File: config.mk
export PLATFORM = sky130hd
export DESIGN_NAME = simd_exec_ctrl
export DESIGN_NICKNAME = d
export VERILOG_FILES = /design/src/rtl/simd_exec_ctrl.sv
export SDC_FILE = /design/constraint.sdc
export NUM_CORES = 1
export LEC_CHECK = 0
export ABC_AREA = 1
export CORE_MARGIN = 1.5
export CORE_UTILIZATION = 35
export CTS_BUF_LIST = sky130_fd_sc_hd__clkbuf_8
export DETAILED_ROUTE_END_ITERATION = 10
export PLACE_DENSITY = 0.63
export REMOVE_ABC_BUFFERS = 1
export SLEW_MARGIN = 20
export SYNTH_ARGS = -nofsm -noshare
export SYNTH_HDL_FRONTEND = slang
export SYNTH_SLANG_ARGS = --single-unit
export TNS_END_PERCENT = 100
File: constraint.sdc
create_clock -name clk -period 2.6 [get_ports clk]
set_input_delay 0.52 -clock clk [delete_from_list [all_inputs] [get_ports clk]]
set_output_delay 0.52 -clock clk [all_outputs]
set_load 0.02 [all_outputs]
File: src/rtl/simd_exec_ctrl.sv
// Host parallel-bus decoder plus per-element ALU sequencer; strobes act 3 clk after the pin edge.
// Each element costs at least 4 clk; host writes are dropped while busy and data reads return 0x80.
module simd_exec_ctrl #(
    parameter int ADDR_W      = 5,
    parameter int ALU_TIMEOUT = 255
) (
    input  logic              clk,
    input  logic              rst_n,
    input  logic              CS,
    input  logic              WR,
    input  logic              RD,
    input  logic              CD,
    input  logic              excute,
    input  logic [7:0]        bus_din,
    output logic [7:0]        bus_dout,
    output logic              op_we_a,
    output logic              op_we_b,
    output logic [ADDR_W-1:0] op_waddr,
    output logic [7:0]        op_wdata,
    output logic [ADDR_W-1:0] op_raddr,
    output logic [1:0]        alu_mode,
    output logic              alu_start,
    output logic              alu_clr,
    input  logic              alu_done,
    input  logic [15:0]       alu_result,
    output logic              res_we,
    output logic [ADDR_W-1:0] res_waddr,
    output logic [15:0]       res_wdata,
    output logic [ADDR_W-1:0] res_raddr,
    input  logic [15:0]       res_rdata,
    output logic              busy,
    output logic              done
);
    localparam int TW = $clog2(ALU_TIMEOUT + 1);
    localparam int PW = ADDR_W + 1;

    typedef enum logic [2:0] {S_IDLE, S_FETCH, S_ISSUE, S_WAIT, S_STORE, S_FIN} state_t;
    state_t state, state_nxt;

    logic [2:0]        wr_sync, rd_sync, ex_sync;
    logic              wr_edge, rd_edge, ex_edge, start, timeout;
    logic [7:0]        addr;
    logic [1:0]        mode;
    logic [ADDR_W-1:0] len, last_idx, idx;
    logic [TW-1:0]     timer;
    logic              err;
    logic [15:0]       res_q;
    logic [PW-1:0]     rptr, last_byte;
    logic              rd_sel, rd_p1, rd_p2;

    // [0],[1] are the synchronizer flops, [2] holds the previous value for edge detect
    always_ff @(posedge clk or negedge rst_n) begin
        if (!rst_n) begin
            wr_sync <= '0;
            rd_sync <= '0;
            ex_sync <= '0;
        end else begin
            wr_sync <= {wr_sync[1:0], WR};
            rd_sync <= {rd_sync[1:0], RD};
            ex_sync <= {ex_sync[1:0], excute};
        end
    end

    assign wr_edge   = wr_sync[1] & ~wr_sync[2];
    assign rd_edge   = rd_sync[1] & ~rd_sync[2];
    assign ex_edge   = ex_sync[1] & ~ex_sync[2];
    assign start     = (state == S_IDLE) && ex_edge;
    assign timeout   = (timer == TW'(ALU_TIMEOUT - 1));
    // len==0 wraps to all-ones, giving the full bank without a special case
    assign last_idx  = len - ADDR_W'(1);
    assign last_byte = {last_idx, 1'b1};

    always_comb begin
        state_nxt = state;
        case (state)
            S_IDLE:  if (ex_edge) state_nxt = S_FETCH;
            S_FETCH: state_nxt = S_ISSUE;
            S_ISSUE: state_nxt = S_WAIT;
            S_WAIT: begin
                if (alu_done)     state_nxt = S_STORE;
                else if (timeout) state_nxt = S_FIN;
            end
            S_STORE: state_nxt = (idx == last_idx) ? S_FIN : S_FETCH;
            S_FIN:   state_nxt = S_IDLE;
            default: state_nxt = S_IDLE;
        endcase
    end

    always_ff @(posedge clk or negedge rst_n) begin
        if (!rst_n) begin
            state <= S_IDLE;
            idx   <= '0;
            timer <= '0;
            busy  <= 1'b0;
            done  <= 1'b0;
            err   <= 1'b0;
            res_q <= '0;
        end else begin
            state <= state_nxt;
            case (state)
                S_IDLE: begin
                    if (ex_edge) begin
                        busy <= 1'b1;
                        done <= 1'b0;
                        err  <= 1'b0;
                        idx  <= '0;
                    end
                end
                S_ISSUE: timer <= '0;
                S_WAIT: begin
                    if (alu_done)     res_q <= alu_result;
                    else if (timeout) err   <= 1'b1;
                    else              timer <= timer + TW'(1);
                end
                S_STORE: if (idx != last_idx) idx <= idx + ADDR_W'(1);
                S_FIN: begin
                    busy <= 1'b0;
                    done <= 1'b1;
                end
                default: ;
            endcase
        end
    end

    always_ff @(posedge clk or negedge rst_n) begin
        if (!rst_n) begin
            addr      <= '0;
            mode      <= '0;
            len       <= '0;
            op_we_a   <= 1'b0;
            op_we_b   <= 1'b0;
            op_waddr  <= '0;
            op_wdata  <= '0;
            rptr      <= '0;
            rd_sel    <= 1'b0;
            rd_p1     <= 1'b0;
            rd_p2     <= 1'b0;
            res_raddr <= '0;
            bus_dout  <= '0;
        end else begin
            op_we_a <= 1'b0;
            op_we_b <= 1'b0;
            rd_p1   <= 1'b0;
            rd_p2   <= rd_p1;
            if (wr_edge && CS && !busy) begin
                if (CD) begin
                    addr <= bus_din;
                end else if (addr[7:6] == 2'b00) begin
                    op_we_a  <= ~addr[5];
                    op_we_b  <= addr[5];
                    op_waddr <= addr[ADDR_W-1:0];
                    op_wdata <= bus_din;
                    addr[ADDR_W-1:0] <= addr[ADDR_W-1:0] + ADDR_W'(1);
                end else if (addr == 8'd64) begin
                    mode <= bus_din[1:0];
                end else if (addr == 8'd65) begin
                    len <= bus_din[ADDR_W-1:0];
                end
            end
            if (rd_edge && CS) begin
                if (CD) begin
                    bus_dout <= {busy, done, err, 5'b0};
                end else if (busy) begin
                    bus_dout <= 8'h80;
                end else begin
                    rd_p1     <= 1'b1;
                    rd_sel    <= rptr[0];
                    res_raddr <= rptr[PW-1:1];
                    rptr      <= (rptr == last_byte) ? '0 : rptr + PW'(1);
                end
            end
            // result RAM answers one cycle after res_raddr is registered
            if (rd_p2) bus_dout <= rd_sel ? res_rdata[15:8] : res_rdata[7:0];
            if (start) rptr <= '0;
        end
    end

    assign op_raddr  = idx;
    assign alu_mode  = mode;
    assign alu_start = (state == S_ISSUE);
    assign alu_clr   = (state == S_ISSUE) && (idx == '0);
    assign res_we    = (state == S_STORE);
    assign res_waddr = idx;
    assign res_wdata = res_q;

endmodule

* After elaboration in Yosys (flattened, before gate mapping)
Cells that the tools add are included.
** Storage, ports and cells
- Register bits :: 96
- Output and inout bits :: 61
- Logic and storage cells :: 129
** Operators by class
- Add/subtract/negate cells :: 5
- Equal/unequal tests :: 19
- Muxes and demuxes :: 39
- Bitwise logic cells :: 11
- Reduce and logical (&&, ||, !) cells :: 31
** Operator list (number)
- $mux W8 :: 7
- $mux W6 :: 5
- $mux W5 :: 4
- $eq A8 B7 Y1 const B :: 2
- $pmux W8 S2 :: 1
- $pmux W3 S5 :: 1
- $reduce_and A3 Y1 :: 5
- $reduce_bool A2 Y1 :: 7
- $mux W1 :: 13
- $mux W3 :: 4
- $reduce_and A2 Y1 :: 6
- $add A5 B1 Y5 const B :: 2
- $pmux W5 S2 :: 1
- $add A8 B1 Y8 const B :: 1
- $eq A8 B8 Y1 const B :: 1
- $ne A2 B2 Y1 const B :: 4
- $not A1 Y1 :: 8
- $reduce_and A4 Y1 :: 2
- $add A6 B1 Y6 const B :: 1
- $eq A3 B2 Y1 const B :: 2
- $eq A3 B3 Y1 const B :: 2
- $eq A6 B6 Y1 :: 1
- $ne A2 B1 Y1 const B :: 3
- $pmux W1 S2 :: 3
- other kinds (13) :: 19

* Logic depth before layout (Yosys ltp)
Gate-level depths: netlist of the first run.
- Word-level depth :: 7
- Gate-level depth with buffers :: 13

* Worst setup path before layout of the first run
No wires, ideal clock.
- Path type :: register to output
- Start :: register idx[0], in the netlist op_raddr[0]
- End :: output alu_clr
- Data arrival time :: 1.255 ns
- Required time :: 2.080 ns
- Path slack :: 0.825 ns
- Stages on the path, launching flop included :: 5
- Buffers on the path :: 0
- Cells stage by stage :: dfrtp_1 -> inv_1 -> ha_1 -> nand3_1 -> nor3_1
** Between the ends
- Longest elaborated chain between the ends :: 2
** Ends and longest elaborated chain
- start, declared :: line 44 : logic [ADDR_W-1:0] len, last_idx, idx;
- start signal, assigned :: line 115 : S_STORE: if (idx != last_idx) idx <= idx + ADDR_W'(1);
- $logic_not A5 Y1 :: line 181 : assign alu_clr = (state == S_ISSUE) && (idx == '0);
- $logic_and A1 B1 Y1 :: line 181
- end, declared :: line 23 : output logic alu_clr,
Every way passes these cells.

* Worst setup path after layout of the first run
- Start :: register state[2]
- End :: output alu_start
** Between the ends
- Longest elaborated chain between the ends :: 1
** Ends and longest elaborated chain
- start, declared :: line 38 : state_t state, state_nxt;
- start signal, assigned :: line 99 : state <= state_nxt;
- $eq A3 B2 Y1 :: line 180 : assign alu_start = (state == S_ISSUE);
- end, declared :: line 22 : output logic alu_start,
Every way passes these cells.

==> metrics.txt, run 1 <==
Synth top area share=0.532; largest net degree at the start of global routing=57; post-synthesis cell count=501; Longest Clk Path Bufs=2; period utilization=0.885; #FFs+latches synth=96; worst reg2reg path startpoint=len[0]$_DFFE_PN0P_; Worst-Margin Slew=0.545 ns; Syn-to-layout area delta=32.0%; CTS root buf=clkbuf_8; I/O pins=109; Max Clock Freq=0.435 GHz; kind of critical path=flip-flop to output port; Util after Layout=0.472; Synth top cells by count=96 x dfrtp_1, 96 x nand2_1, 59 x o21ai_0; mean post-synth cell area=9.01 sq um; Crit. Startpoint=state[2]$_DFFE_PN0P_; Die Span Y=117 microns; Port Buffers=108; Crit Path Max Fanout=9; core box area=0.0126 sq mm; hold slack=0.124 ns; CTS tree=done; final slew viol count=0; status=completed; Final Hold Vio Count=0; reg2reg end=op_raddr[1]$_DFFE_PN0P_; via density per instance=4.73; placed cell area=0.00577 sq mm; Placer Congestion=0.817; design area=0.00596 sq mm; Clk Latency, worst-skew pair=0.37 ns; Pwr Density=909 mW/mm^2; Setup TNS=0 ns; Antenna Nets Post-Route=0; RSZ-0062 raised after global routing=no; Worst Hold Class=input port to asynchronous set/reset pin; die area=0.0136 sq mm; postcts setup bufs=0; Layout fillers=1263; MaxCap Viol Count=0; Netlist cell types=34; Critical Path RT=2.08 ns; Post-synth EDFFs=0; non-filler cells, final=787; Setup Viol. Count Final=0; Lkg Pwr=2.78 nW; H-tree depth=3; number of antenna diodes=0; drt drc=0; yosys warns=0; sequential share of the synthesized area=0.532; CP Data Arrival Time=1.78 ns; Overflow after GRT=0; global-route wire length before repair=17200 microns; initial antenna violation count=0; synthesized area=0.00451 sq mm; top cells by area, synth=dfrtp_1 53%, nand2_1 8.0%, o21ai_0 6.5%; R2R Setup Slk=0.58 ns; initial core utilization=0.358; area leader, netlist=dfrtp_1; FFs w/ async S/R, synth=1.00; DP HPWL=7660 microns; clock-pin transition on the worst setup and hold timing paths=0.09 ns; Cells after DPL=771; hold buffer count at CTS=0; Rows=41; crit path to=alu_start; crit end category=output port; Via Count=3725; wire per inst=13.1 microns; drt first pass iters=5; minimum clock period=2.30 ns; layout cells sized above 1=0.0813; clock sink count=96; DR iter-0 viols=169; maximum vdd drop=0.451 mV; Worst slew margin=0.637; layout net count=667; Total Routing Usage GR=0.161; total length of routed wires=10300 microns; clk_skew=0.00814 ns; chip width=117 microns; vias in the first global route=3681; CTS Buf Count=9; top_reg_cell synth=dfrtp_1; Setup crit start kind=flip-flop; FF-to-FF path depth=13
## placed cells by master (no fill, tap or decap), drive strengths merged
master / instances
xnor2: 1
mux2: 16
clkinv: 3
nand3b: 1
ha: 9
inv: 56
dlymetal6s2s: 2
nand3: 53
o211ai: 2
a31oi: 5
a31o: 1
o21bai: 1
nor4: 1
nor2: 48
nand4: 6
o22ai: 1
clkdlybuf4s50: 105
nor3: 6
dfrtp: 96
clkbuf: 12
or2: 2
buf: 6
nand2: 99
o21ai: 62
o2111ai: 1
xor2: 10
a21oi: 10
## sequential cells by signal, indices dropped and copies added (netlist names), 2 cells and up
name,count
res_wdata,16
addr,8
bus_dout,8
op_wdata,8
timer,8
rptr,6
len,5
op_raddr,5
op_waddr,5
res_raddr,5
ex_sync,3
rd_sync,3
state,3
wr_sync,3
alu_mode,2
## stage by stage
step                power, W  setup WS, ns
floorplan            0.00349         0.737
global placement     0.00450         0.460
detailed placement   0.00456         0.394
CTS                  0.00550        0.0762
global route         0.00579         0.194
finish               0.00542         0.299
## per-layer routing
layer	global-route usage	share of wire	up-vias
li1	-	-	1861
met1	0.211	0.46	1764
met2	0.259	0.48	86
met3	0.0291	0.041	14
met4	0.0747	0.019	0
met5	0	0	-
## where the power goes
| part | leakage (nW) | internal, W | switching [W] | total [W] |
|---|---|---|---|---|
| Sequential | 1.22 | 0.00193 | 0.000329 | 0.00226 |
| Clock | 0.103 | 0.000419 | 0.000502 | 0.000921 |
| Combinational | 1.45 | 0.00106 | 0.00118 | 0.00224 |
## how the worst min path moves through the flow
| stage | from | end | slack [ns] | cells after the start |
|---|---|---|---|---|
| CTS | rst_n | op_waddr[0]$_DFFE_PN0P_ | 0.13 | 1 |
| finish | rst_n | op_waddr[0]$_DFFE_PN0P_ | 0.12 | 1 |
| global placement | rd_p1$_DFF_PN0_ | rd_p2$_DFF_PN0_ | 0.34 | 0 |
| global route | rst_n | op_waddr[0]$_DFFE_PN0P_ | 0.15 | 1 |
| detailed placement | rd_sync[0]$_DFF_PN0_ | rd_sync[1]$_DFF_PN0_ | 0.33 | 0 |
| floorplan | rst_n | addr[0]$_DFFE_PN0P_ | 0.22 | 0 |
## final cells by class
cell class                 count  area (sq um)  share of cell area
clock inverter                 4          18.8             0.00315
sequential                    96          2400               0.403
inverter                      55           206              0.0346
multi-input combinational    335          1820               0.305
tap                          172           215              0.0361
clock buffer                  12           165              0.0277
timing repair buffer         113          1130               0.190
## repair_timing
action                                 4_1_cts  5_1_grt
resized for setup                            0        2
setup endpoints to repair                    0        2
endpoints found under the hold margin        0        0
## worst max-delay path: stages (launching register included)
cell and delay [ns]:
dfrtp_1 0.46, inv_2 0.16, nand3_1 0.12, inv_1 0.07, clkdlybuf4s50_1 0.60
## cell families (layout without fill, tap and decap cells)
family	after synthesis	after routing	share of synthesized area
adder cells (fa/ha/maj)	9	9	0.0249
XOR/XNOR	11	11	0.0213
AND/OR/NAND/NOR	216	216	0.210
flip-flops	96	96	0.532
multiplexers	16	16	0.0474
AO/OA/AOI/OAI	83	83	0.0984
buffers and inverters	70	184	0.0654
Note: power is estimated with default switching activity, not from simulation.
==> run 2: changes to the inputs <==
--- a/config.mk
+++ b/config.mk
@@ -10,6 +10,7 @@
 export CORE_UTILIZATION = 35
 export CTS_BUF_LIST = sky130_fd_sc_hd__clkbuf_8
 export DETAILED_ROUTE_END_ITERATION = 10
+export HOLD_SLACK_MARGIN = 0.08
 export PLACE_DENSITY = 0.63
 export REMOVE_ABC_BUFFERS = 1
 export SLEW_MARGIN = 20
==> results of run 2 <==
No change in the layout: final DEF, timing and power equal those of run 1.
==> RTL edit 1 (flow settings as in run 2) <==
Re-encode `state_t` (6 states) as Gray code, 3 bits wide.
--- a/src/rtl/simd_exec_ctrl.sv
+++ b/src/rtl/simd_exec_ctrl.sv
@@ -36,3 +36,3 @@
 
-    typedef enum logic [2:0] {S_IDLE, S_FETCH, S_ISSUE, S_WAIT, S_STORE, S_FIN} state_t;
+    typedef enum logic [2:0] {S_IDLE = 3'b000, S_FETCH = 3'b001, S_ISSUE = 3'b011, S_WAIT = 3'b010, S_STORE = 3'b110, S_FIN = 3'b111} state_t;
     state_t state, state_nxt;
Formal check against the unedited RTL: no difference found for any inputs over 10 cycles, from zero or initial values and one cycle with rst_n low; not proved beyond that.
==> RTL edit 1 against run 2 <==
  * Utilization is 0.14 points higher
  * Fmax is 6.3% lower
  * Hold slack better by 0.036 ns
  * Final area is 0.29% higher
  * Total power is 0.37% lower
  * Area after synthesis is 0.22% higher
  * Via count is 1.5% lower
  * Worst setup slack worse by 0.15 ns
  * Count of clock-buffer cells in the layout is 3 lower
  * Die area is 0.21% higher
  * Sequential cell count stayed put
  * Routed wire length is 1.8% higher
  * Synthesized cell count is 1.8% lower
  * Critical endpoint is now res_we
  * Highest routed layer unchanged
==> RTL edit 1: results (changes against run 2) <==
outcome finished, final reports clean (unchanged); Psw 0.00207 W (was 0.00201 W); worst-skew pair later-pin latency 0.37 ns (about the same); VDD IR-drop max 0.000534 V (was 0.000451 V); Setup crit start state[1]$_DFFE_PN0P_ (was state[2]$_DFFE_PN0P_); final WL 10.5 mm (was 10.3 mm); top cells by area, synth dfrtp_1 53%, nand2_1 8.0%, o21ai_0 5.9%, nand3_1 5.5%, nor2_1 4.1% (was dfrtp_1 53%, nand2_1 8.0%, o21ai_0 6.5%, nand3_1 5.8%, inv_1 4.3%); first-pass GRT wire length 17.0 mm (was 17.2 mm); share of cells above drive strength 1 10.6% (was 8.13%); largest net degree at the start of global routing 51 (was 57); Synth top cells by count 97 x nand2_1, 96 x dfrtp_1, 53 x o21ai_0 (was 96 x dfrtp_1, 96 x nand2_1, 59 x o21ai_0); 1st-iter DRT viols 145 (was 169); max reg flops 16 (unchanged); sequential fraction of the synthesis area 53.1% (was 53.2%); post-synthesis cell type count 31 (was 34); Power Internal 0.00333 W (was 0.00341 W); dpl hpwl 7.93 mm (was 7.66 mm); vias in the first global route 3689 (was 3681); Placement Cell Area 5800 µm² (was 5770 µm²); gr usage total 15.9% (was 16.1%); CTS root buf clkbuf_8 (unchanged); Worst path max stage delay 0.63 ns (was 0.60 ns); share of power burned in the clock network 16.8% (was 17.0%); layout net count 664 (was 667); post-cts resize count 1 (was 0); Leakage 2.75 nW (was 2.78 nW); vias per cell 4.68 (was 4.73); routability cong. 0.875 (was 0.817); maximum fanout along the worst path 5 (was 9); detailed-router iteration count before antenna repair 4 (was 5); H-tree depth 3 (unchanged); R2R cell count 13 (unchanged); Clock Skew 0.0101 ns (was 0.00814 ns); worst relative slew slack 58.6% (was 63.7%); R2R Setup Slk 0.63 ns (was 0.58 ns); reg2reg end op_raddr[1]$_DFFE_PN0P_ (unchanged); CP endpoint res_we (was alu_start)
[RTL edit 1: cell count changes after synthesis, moves of 3 or more]
cell,change
inv_1,-8
nand2_4,+3
nor2_2,+3
nor3_1,-4
o21ai_0,-6
[RTL edit 1: worst min path at each step]
stage,end,slack [ns],depth (start not counted)
detailed placement,rd_sync[1]$_DFF_PN0_,0.34,0
floorplan,addr[0]$_DFFE_PN0P_,0.22,0
global placement,rd_p2$_DFF_PN0_,0.33,0
global route,op_wdata[1]$_DFFE_PN0P_,0.19,1
finish,addr[5]$_DFFE_PN0P_,0.16,1
CTS,op_we_a$_DFF_PN0_,0.16,1
[RTL edit 1: per-stage QoR]
step,instances,util [%],worst slack [ns],hold WS [ns]
after floorplan,479,-,0.654,0.224
after global placement,768,46.0,0.412,0.331
after detailed placement,768,46.0,0.406,0.336
after CTS,784,47.4,0.122,0.163
after global routing,784,47.4,0.0188,0.192
final,784,47.4,0.145,0.159
[RTL edit 1: layout make-up]
class | count | area (µm²)
clock buffer | 9 | 124
fill | 1241 | 6640
timing repair buffer | 117 | 1140
sequential | 96 | 2400
tap | 172 | 215
clock inverter | 7 | 53.8
multi-input combinational | 333 | 1840
inverter | 50 | 193
[RTL edit 1: kinds of logic after synthesis]
kind of cell	count (synthesis)	synth area share, %
adders and majority gates	9	2.49
xor gates and xnor gates	12	2.32
muxes	18	5.23
AOI/OAI and AO/OA	75	8.68
and+or+nand+nor	219	22.0
DFF	96	53.1
buffers and inverters	63	6.17
[RTL edit 1: critical path: cells and delay by family (launching register included)]
family	cells	cell delay [ns]
buf+inv	3	0.80
simple gates	2	0.30
flops	1	0.47
[RTL edit 1: metal layers]
layer,part of all wire (%),wire length (µm),GRT usage (%)
met1,46,4820,20.1
met5,0,0,0
met2,47,4960,27.0
met3,5.4,569,3.79
met4,1.3,133,5.38
==> RTL edit 2 (settings of run 2) <==
Made on the original files. The parameter `ADDR_W` goes from 5 to 4.
--- a/src/rtl/simd_exec_ctrl.sv
+++ b/src/rtl/simd_exec_ctrl.sv
@@ -3,3 +3,3 @@
 module simd_exec_ctrl #(
-    parameter int ADDR_W      = 5,
+    parameter int ADDR_W      = 4,
     parameter int ALU_TIMEOUT = 255
Ports: changed (resized op_raddr, op_waddr, res_raddr and res_waddr); port bits go from 109 to 105. The function was not compared with the original's and may differ.
==> RTL edit 2 against run 2 <==
  * Total power shrank 2.6%
  * Clock skew grew 0.0019 ns
  * Final area shrank 5.9%
  * Area after synthesis shrank 5.4%
  * Critical path type unchanged
  * Sequential cell count shrank 5
  * Critical endpoint is now res_we
  * Routed wire length shrank 9.6%
  * Worst setup slack lost 0.11 ns
==> RTL edit 2: results (changes against run 2) <==
maximum fanout along the worst path 6 (was 9); routed len/inst 12.9 µm (was 13.1 µm); 1st-iter DRT viols 92 (was 169); sequential fraction of the synthesis area 53.3% (was 53.2%); mux cell area share after synthesis 5.01% (was 4.74%); worst slew pin tran 0.478 ns (was 0.545 ns); Port Buffers 104 (was 108); xor-xnor portion of the synthesized cell area 2.46% (was 2.13%); layout net count 627 (was 667); dpl hpwl 6.82 mm (was 7.66 mm); post-synthesis compound-gate area fraction 8.44% (was 9.84%); post-synthesis cell type count 35 (was 34); R2R Setup Slk 0.78 ns (was 0.58 ns); first-pass GRT wire length 15.8 mm (was 17.2 mm); Leakage 2.63 nW (was 2.78 nW); gr usage total 15.3% (was 16.1%); vias in the first global route 3356 (was 3681); Tmin final 2.41 ns (was 2.30 ns); dpl ws 0.495 ns (was 0.394 ns); Setup crit start state[1]$_DFFE_PN0P_ (was state[2]$_DFFE_PN0P_); share of cells above drive strength 1 9.74% (was 8.13%); outcome finished, final reports clean (unchanged); Clock Skew 0.0100 ns (was 0.00814 ns); detailed-router iteration count before antenna repair 4 (was 5); R2R cell count 10 (was 13); largest net degree at the start of global routing 92 (was 57)
-- RTL edit 2: changes by cell type after synthesis, sizes merged, moves of 4 or more --
cell,change
nand3,-16
clkbuf,-4
nand2,+9
o21ai,-12
o22ai,+4
a21oi,-5
dfrtp,-5
nor2,-5
nor3,-4
-- RTL edit 2: stage by stage --
| step | power [W] | instances | hold WS, ns |
|---|---|---|---|
| 2_1_floorplan | 0.00342 | 452 | 0.224 |
| 3_3_place_gp | 0.00440 | 706 | 0.336 |
| 3_5_place_dp | 0.00445 | 706 | 0.335 |
| 4_1_cts | 0.00535 | 722 | 0.197 |
| 5_1_grt | 0.00563 | 722 | 0.228 |
| 6_report | 0.00528 | 722 | 0.175 |
-- RTL edit 2: kinds of logic (layout without fill, tap and decap cells) --
family / count (synthesis) / after routing
buffers and inverters: 70 / 180
adder cells (fa/ha/maj): 9 / 9
multiplexers: 16 / 16
AND/OR/NAND/NOR: 200 / 200
XOR/XNOR: 12 / 12
flip-flops: 91 / 91
AO/OA/AOI/OAI: 67 / 67
-- RTL edit 2: cell type report --
type	count	area [µm²]
repair buffers	107	1070
multi-input cells	304	1680
fillers	1164	6360
inverters	57	214
flip-flops and latches	91	2280
clock inverters	7	51.3
clock buffers	9	124
well taps	147	184
-- RTL edit 2: how the worst min path moves through the flow --
stage	end	slack, ns
finish	op_wdata[7]$_DFFE_PN0P_	0.18
detailed placement	ex_sync[1]$_DFF_PN0_	0.33
floorplan	addr[0]$_DFFE_PN0P_	0.22
CTS	op_waddr[0]$_DFFE_PN0P_	0.20
global route	op_wdata[0]$_DFFE_PN0P_	0.23
global placement	wr_sync[1]$_DFF_PN0_	0.34
-- RTL edit 2: power breakdown --
part | total [W] | internal, W | switching (W)
clock | 0.000881 | 0.000352 | 0.000529
sequential | 0.00217 | 0.00184 | 0.000336
combinational | 0.00222 | 0.00105 | 0.00117
-- RTL edit 2: per-layer routing --
metal | global-route usage [%] | vias up | wire length (µm)
met5 | 0 | - | 0
met4 | 7.00 | 0 | 186
met3 | 2.18 | 11 | 289
met2 | 25.5 | 59 | 4490
met1 | 20.0 | 1628 | 4360
li1 | - | 1716 | -
-- RTL edit 2: worst register-to-register path: cells and delay by family (launching register included) --
kind	cells	cell delay (ns)
buf+inv	1	0.08
flops	1	0.45
fa+ha+maj	1	0.35
xor+xnor	1	0.15
simple gates	7	0.69
